==> src/rtl/phase_sequencer.sv <==
// rtl/phase_sequencer.sv - one-hot CPU phase sequencer with run/step/drain control
// A programmable divider sets the phase period; stall holds only the terminal count cycle.
module phase_sequencer #(
  parameter int PHASES      = 5,
  parameter int DIV_W       = 16,
  parameter int DIV_DEFAULT = 1000
) (
  input  logic              clk_in,
  input  logic              rst_n,
  input  logic              run,
  input  logic              step,
  input  logic              stall,
  input  logic              div_load,
  input  logic [DIV_W-1:0]  div_value,
  output logic [PHASES-1:0] phase,
  output logic              phase_tick,
  output logic              instr_done,
  output logic              busy,
  output logic [31:0]       instr_count
);

  typedef enum logic [1:0] {
    S_IDLE  = 2'd0,
    S_RUN   = 2'd1,
    S_STEP  = 2'd2,
    S_DRAIN = 2'd3
  } state_t;

  state_t            r_state;
  state_t            w_state_next;
  logic [DIV_W-1:0]  r_cnt;
  logic [DIV_W-1:0]  r_div;
  logic [PHASES-1:0] r_phase;
  logic [31:0]       r_count;

  logic w_active;
  logic w_term;
  logic w_quit;
  logic w_adv;
  logic w_wrap;

  assign w_active = (r_state != S_IDLE);
  assign w_term   = (r_cnt == r_div);
  // Run dropped exactly on an instruction boundary: stop without starting the next instruction.
  assign w_quit   = (r_state == S_RUN) && !run && r_phase[0] && (r_cnt == '0);
  assign w_adv    = w_active && w_term && !stall && !w_quit;
  assign w_wrap   = w_adv && r_phase[PHASES-1];

  always_ff @(posedge clk_in or negedge rst_n) begin
    if (!rst_n) begin
      r_state <= S_IDLE;
    end else begin
      r_state <= w_state_next;
    end
  end

  always_comb begin
    w_state_next = r_state;
    case (r_state)
      S_IDLE: begin
        if (run) begin
          w_state_next = S_RUN;
        end else if (step) begin
          w_state_next = S_STEP;
        end
      end
      S_RUN: begin
        if (!run) begin
          w_state_next = (w_wrap || w_quit) ? S_IDLE : S_DRAIN;
        end
      end
      S_DRAIN: begin
        if (run) begin
          w_state_next = S_RUN;
        end else if (w_wrap) begin
          w_state_next = S_IDLE;
        end
      end
      S_STEP: begin
        if (w_wrap) begin
          w_state_next = run ? S_RUN : S_IDLE;
        end
      end
      default: w_state_next = S_IDLE;
    endcase
  end

  always_comb begin
    busy       = 1'b0;
    phase_tick = 1'b0;
    instr_done = 1'b0;
    if (w_active) begin
      busy       = 1'b1;
      phase_tick = w_adv;
      instr_done = w_wrap;
    end
  end

  always_ff @(posedge clk_in or negedge rst_n) begin
    if (!rst_n) begin
      r_cnt   <= '0;
      r_phase <= PHASES'(1);
      r_div   <= DIV_W'(DIV_DEFAULT);
      r_count <= '0;
    end else begin
      if (w_state_next == S_IDLE) begin
        r_cnt   <= '0;
        r_phase <= PHASES'(1);
      end else if (w_active) begin
        if (!w_term) begin
          r_cnt <= r_cnt + DIV_W'(1);
        end else if (w_adv) begin
          r_cnt   <= '0;
          r_phase <= {r_phase[PHASES-2:0], r_phase[PHASES-1]};
        end
      end
      if ((r_state == S_IDLE) && div_load) begin
        r_div <= div_value;
      end
      if (w_wrap) begin
        r_count <= r_count + 32'd1;
      end
    end
  end

  assign phase       = r_phase;
  assign instr_count = r_count;

endmodule

==> config.mk <==
export PLATFORM = sky130hd
export DESIGN_NAME = phase_sequencer
export DESIGN_NICKNAME = d
export VERILOG_FILES = /design/src/rtl/phase_sequencer.sv
export SDC_FILE = /design/constraint.sdc
export NUM_CORES = 1
export LEC_CHECK = 0
export CELL_PAD_IN_SITES_DETAIL_PLACEMENT = 0
export CELL_PAD_IN_SITES_GLOBAL_PLACEMENT = 1
export CORE_MARGIN = 4
export CORE_UTILIZATION = 42
export CTS_CLUSTER_SIZE = 20
export DETAILED_ROUTE_END_ITERATION = 7
export PLACE_DENSITY_LB_ADDON = 0.1
export SETUP_SLACK_MARGIN = 0.3
export SLEW_MARGIN = 20
export SYNTH_ARGS = -nofsm -noshare
export SYNTH_HDL_FRONTEND = slang
export SYNTH_SLANG_ARGS = --single-unit
export TNS_END_PERCENT = 10
==> constraint.sdc <==
create_clock -name clk_in -period 3.1 [get_ports clk_in]
set_input_delay 0.465 -clock clk_in [delete_from_list [all_inputs] [get_ports clk_in]]
set_output_delay 0.465 -clock clk_in [all_outputs]
set_load 0.05 [all_outputs]
# Word level (Yosys, flattened, before mapping)
# Index checks and enable logic that the tools add are counted.
[word_totals] latch_bits=0 mem_bits_rw=0 n_memories=0 elab_cells=53 romBits=0 register_bits=71
[op_classes] n_bitwise=0 magnitude_cmp=0 div=0 shifts=0 addsub=2 mul=0 n_reduce_logical=21 muxes=20 eq_ne=5
[op_table] operator="$mux 16" count=4
[op_table] operator="$add 32x1->32 const B" count=1
[op_table] operator="$mux 5" count=4
[op_table] operator="$add 16x1->16 const B" count=1
[op_table] operator="$eq 16x16->1" count=1
[op_table] operator="$logic_not 16->1" count=1
[op_table] operator="$mux 2" count=7
[op_table] operator="$logic_and 1x1->1" count=8
[op_table] operator="$pmux 2 s4" count=1
[op_table] operator="$reduce_bool 2->1" count=4
[op_table] operator="$eq 2x2->1 const B" count=2
[op_table] operator="$logic_not 2->1" count=2
[op_table] operator="$mux 1" count=4
[op_table] operator="$logic_not 1->1" count=3
[op_table] operator="$ne 3x1->1 const B" count=1
[op_table] operator="$reduce_and 3->1" count=1
[op_table] operator="$eq 2x1->1 const B" count=1
[op_table] operator="$reduce_and 2->1" count=1
[op_table] operator="$logic_or 1x1->1" count=1

# Logic depth before layout (Yosys ltp)
[logic_depth] ltp_word=14 mapped_depth=10 mapped_depth_nobuf=8

# Least setup slack after synthesis
# OpenSTA, ideal clock, no wires.
[synth_timing] path_type="register -> output" start="register r_div[3]" end="output instr_done" path_buffers=2 stages_incl_launch_ff=7 required_ns=2.635 setup_slack_ns=0.709 t_arrival_ns=1.926 cell_sequence="dfstp_2 xnor2_1 nand4_1 nor4_2 buf_4 buf_2 and3_1"
[synth_via] elab_chain_cells=6
[synth_lines] element="from (decl)" line_no="32" text="logic [DIV_W-1:0] r_div;"
[synth_lines] element="from (signal assigned)" line_no="103" text="r_div <= DIV_W'(DIV_DEFAULT);"
[synth_lines] element="from (signal assigned)" line_no="118" text="r_div <= div_value;"
[synth_lines] element="$eq 16x16->1" line_no="43" text="assign w_term = (r_cnt == r_div);"
[synth_lines] element="$logic_and 1x1->1 (3 in a row)" line_no="46" text="assign w_adv = w_active && w_term && !stall && !w_quit;"
[synth_lines] element="$logic_and 1x1->1" line_no="47" text="assign w_wrap = w_adv && r_phase[PHASES-1];"
[synth_lines] element="$mux 1" line_no="92" text="if (w_active) begin"
[synth_lines] element="to (decl)" line_no="17" text="output logic instr_done,"
# No other way between the ends.

# Final worst setup path
[layout_timing] start="register r_state[1]" end="output busy"
[layout_via] elab_chain_cells=2
[layout_lines] element="from (decl)" line_no="29" text="state_t r_state;"
[layout_lines] element="from (signal assigned)" line_no="53" text="r_state <= w_state_next;"
[layout_lines] element="$reduce_bool 2->1" line_no="42" text="assign w_active = (r_state != S_IDLE);"
[layout_lines] element="$mux 1" line_no="92"
[layout_lines] element="to (decl)" line_no="18" text="output logic busy,"
# No other way between the ends.

==> results.md <==
* # fillers at ~740
* Routed wire length per instance at between 15 and 20 µm
* DP HPWL at 5.46 mm
* Post-synthesis sequential area ratio at 50.5%
* Syn Inst Count at 316
* Setup crit end kind: output port
* Post-synth top flop: dfrtp_1
* Die Ht at 99.8 µm
* Non-filler cells, final at just under 500
* CTS tree: done
* Detailed-route via count at 2,536
* Num CTS Buffers at 9
* Clk Latency, worst-skew pair at 0.34 ns
* R2R cell count at 8
* Reg power frac at about half
* CP Launch Type: flop
* Req. time, crit path at between 2 and 3 ns
* Synthesis-to-layout area growth at 25.9%
* N_diodes at 0
* Fmax achieved at 0.380 GHz
* Kind of critical path: flop to output port
* Status: complete, no violations
* Port Buf Inserts at 61
* Fraction of registers with async set or reset after synthesis at 100%
* Die width at approximately 100 µm
* Yosys cell types at 45
* Starting Density at roughly 43%
* Syn_nets at 341
* Placed cell count at 474
* Design area at 4450 µm²
* CTS max path bufs at 2
* #FFs+latches synth at 71
* Clock share of power at 27.7%
* Pre-antenna DRT Iters at 4
* Period utilisation layout at 84.9%
* Mapped cell area at 3540 µm²
* Vias in the first global route at 2,594
* Core area at 8220 µm²
* FF/Latch Area at between 1500 and 2000 µm²
* CP arrival at 2.17 ns
* Final WL at 7.59 mm
* GRT Util Overall at roughly 16%
* CTS root buffer: clkbuf_8
* I/O pin count at 62
* CP Max Fanout at 9
* Pwr/cell area at 589 nW/µm²
* NetSw at about 0.79 mW
* RSZ-0062 raised after global routing: false
* Layout cells sized above 1 at about 14%
* First DRT Iteration DRCs at 79
* Post-route ant nets at 0
* Gp weighted congestion at around 0.84
* Initial antenna violation count at 0
* Hold Buf Count CTS at 0
* Leakage power at 1.84 nW
* VDD IR-drop max at 0.324 mV
* H-tree level count at 3
* Final hold violation count at 0
* Combinational fraction of design power at 23.3%
* Nets at 405
* Largest net degree at the start of global routing at 38
* Setup skew after layout at 0.00891 ns
* Final Slew Violations at 0
* R2R Path End: instr_count[31]
* Net Sw Frac at 30.1%
* Number of synthesized flops with an enable pin at 0
* Clk slew on worst S/H paths at 0.07 ns
* Hold/Removal Path Class: input pin to async pin
* First-pass GRT wire length at 12.8 mm
* Worst r2r src: r_cnt[0]
* Maximum capacitance violations at 0
* Clock sinks at 71
* Die area at 9950 µm²
* Worst-Margin Slew at 0.869 ns
* Synthesized area per cell at 11.2 µm²
* # DRC at 0
* TNS Setup at 0 ns
* # setup viols final at 0
* Global route overflow at 0
* Slew headroom at between 40% and 50%
* Vias per Instance at a little over 5
* Final Critical Period at 2.63 ns
* Cell internal pwr at roughly 1.8 mW
* Synth Warn # at 0
* Hold slack at 0.234 ns
* FP Rows at 33
* Placed inst area at 4260 µm²
* Tot Pwr at 2.62 mW
* Area of the multi-input gates at 1660 µm²
* Reg2Reg Setup Slack at about 0.55 ns
-- flip-flops by register name (all words and copies together), names as in the netlist --
signal	count
instr_count	32
r_cnt	16
r_div	16
phase	5
r_state	2
-- what timing repair did --
| action | CTS | global route |
|---|---|---|
| cloned | 0 | 0 |
| gates resized for setup | 1 | 2 |
| buffers inserted | 0 | 0 |
| setup endpoints to repair | 1 | 1 |
-- kinds of logic (layout without fill, tap and decap cells) --
family,after synthesis,in the layout,synth area share [%]
compound gates,15,15,3.86
xor+xnor,61,61,15.1
fa+ha+maj,3,3,1.06
buf+inv,18,87,2.58
flops,71,71,50.5
mux,20,20,6.23
simple gates,128,128,20.7
-- power groups by stage --
stage	clock, mW	combinational, mW	sequential, mW
final	0.726	0.611	1.28
after global routing	0.789	0.680	1.31
after CTS	0.749	0.620	1.28
after detailed placement	0	0.615	1.30
after global placement	0	0.608	1.30
after floorplan	0	0.449	1.28
-- synth_stat cells (all sizes together) (7+ instances only) --
master,count,share of area [%]
dfrtp,64,45
nand3,13,1.8
dfstp,7,5.2
nor4,8,2.0
nor2,28,3.0
and4,8,2.1
nand2,23,2.4
xnor2,56,14
mux2,16,5.1
nor3,8,1.1
buf,11,1.8
nand4,21,4.3
-- worst max-delay path: stages, from the launching register on --
cell             delay (ns)
dfrtp_1                0.44
nor2_1                 0.58
inv_1                  0.09
clkdlybuf4s50_1        0.72
-- cell usage in the layout, fill, tap and decap left out, types with 3 or more instances in the layout --
| master | count |
|---|---|
| dfrtp_1 | 64 |
| clkdlybuf4s50_1 | 58 |
| xnor2_1 | 56 |
| nor2_1 | 28 |
| nand2_1 | 23 |
| nand4_1 | 19 |
| mux2_2 | 16 |
| nand3_1 | 13 |
| clkbuf_8 | 10 |
| nor3_1 | 8 |
| and4_1 | 7 |
| dfstp_2 | 7 |
| inv_1 | 6 |
| nor4_1 | 6 |
| and2_1 | 5 |
| xor2_1 | 5 |
| mux2i_1 | 4 |
| nor4b_1 | 3 |
| and3_1 | 3 |
| o21ai_0 | 3 |
| ha_1 | 3 |
| clkinv_2 | 3 |
| buf_4 | 3 |
-- stage by stage --
step / worst slack [ns] / util (%)
floorplan: 0.709 / -
global placement: 0.494 / 51.8
detailed placement: 0.406 / 51.8
CTS: 0.411 / 54.1
global route: 0.332 / 54.2
finish: 0.467 / 54.2
-- area by class of cell --
class	instances	share of cell area (%)
clock inverters	4	1.01
multi-input cells	227	37.4
clock buffers	12	3.26
repair buffers	65	14.8
flip-flops and latches	71	40.1
inverters	6	0.506
well taps	105	2.95
-- how the worst max path moves through the flow --
stage | startpoint | endpoint | depth (start not counted)
floorplan | r_div[3] | instr_done | 6
global placement | run | phase_tick | 5
detailed placement | run | instr_count[31] | 6
CTS | r_cnt[2] | phase_tick | 6
global route | r_state[1] | busy | 3
finish | r_state[1] | busy | 3
-- per-layer routing --
metal	wire length, µm	vias up	track usage [%]	part of all wire, %
met5	0	-	0	0
li1	-	1231	-	-
met4	80	0	5.46	1.1
met3	367	6	4.10	4.8
met1	3810	1241	23.4	50
met2	3330	58	24.0	44
No activity file was read; power rests on OpenSTA's default activity.
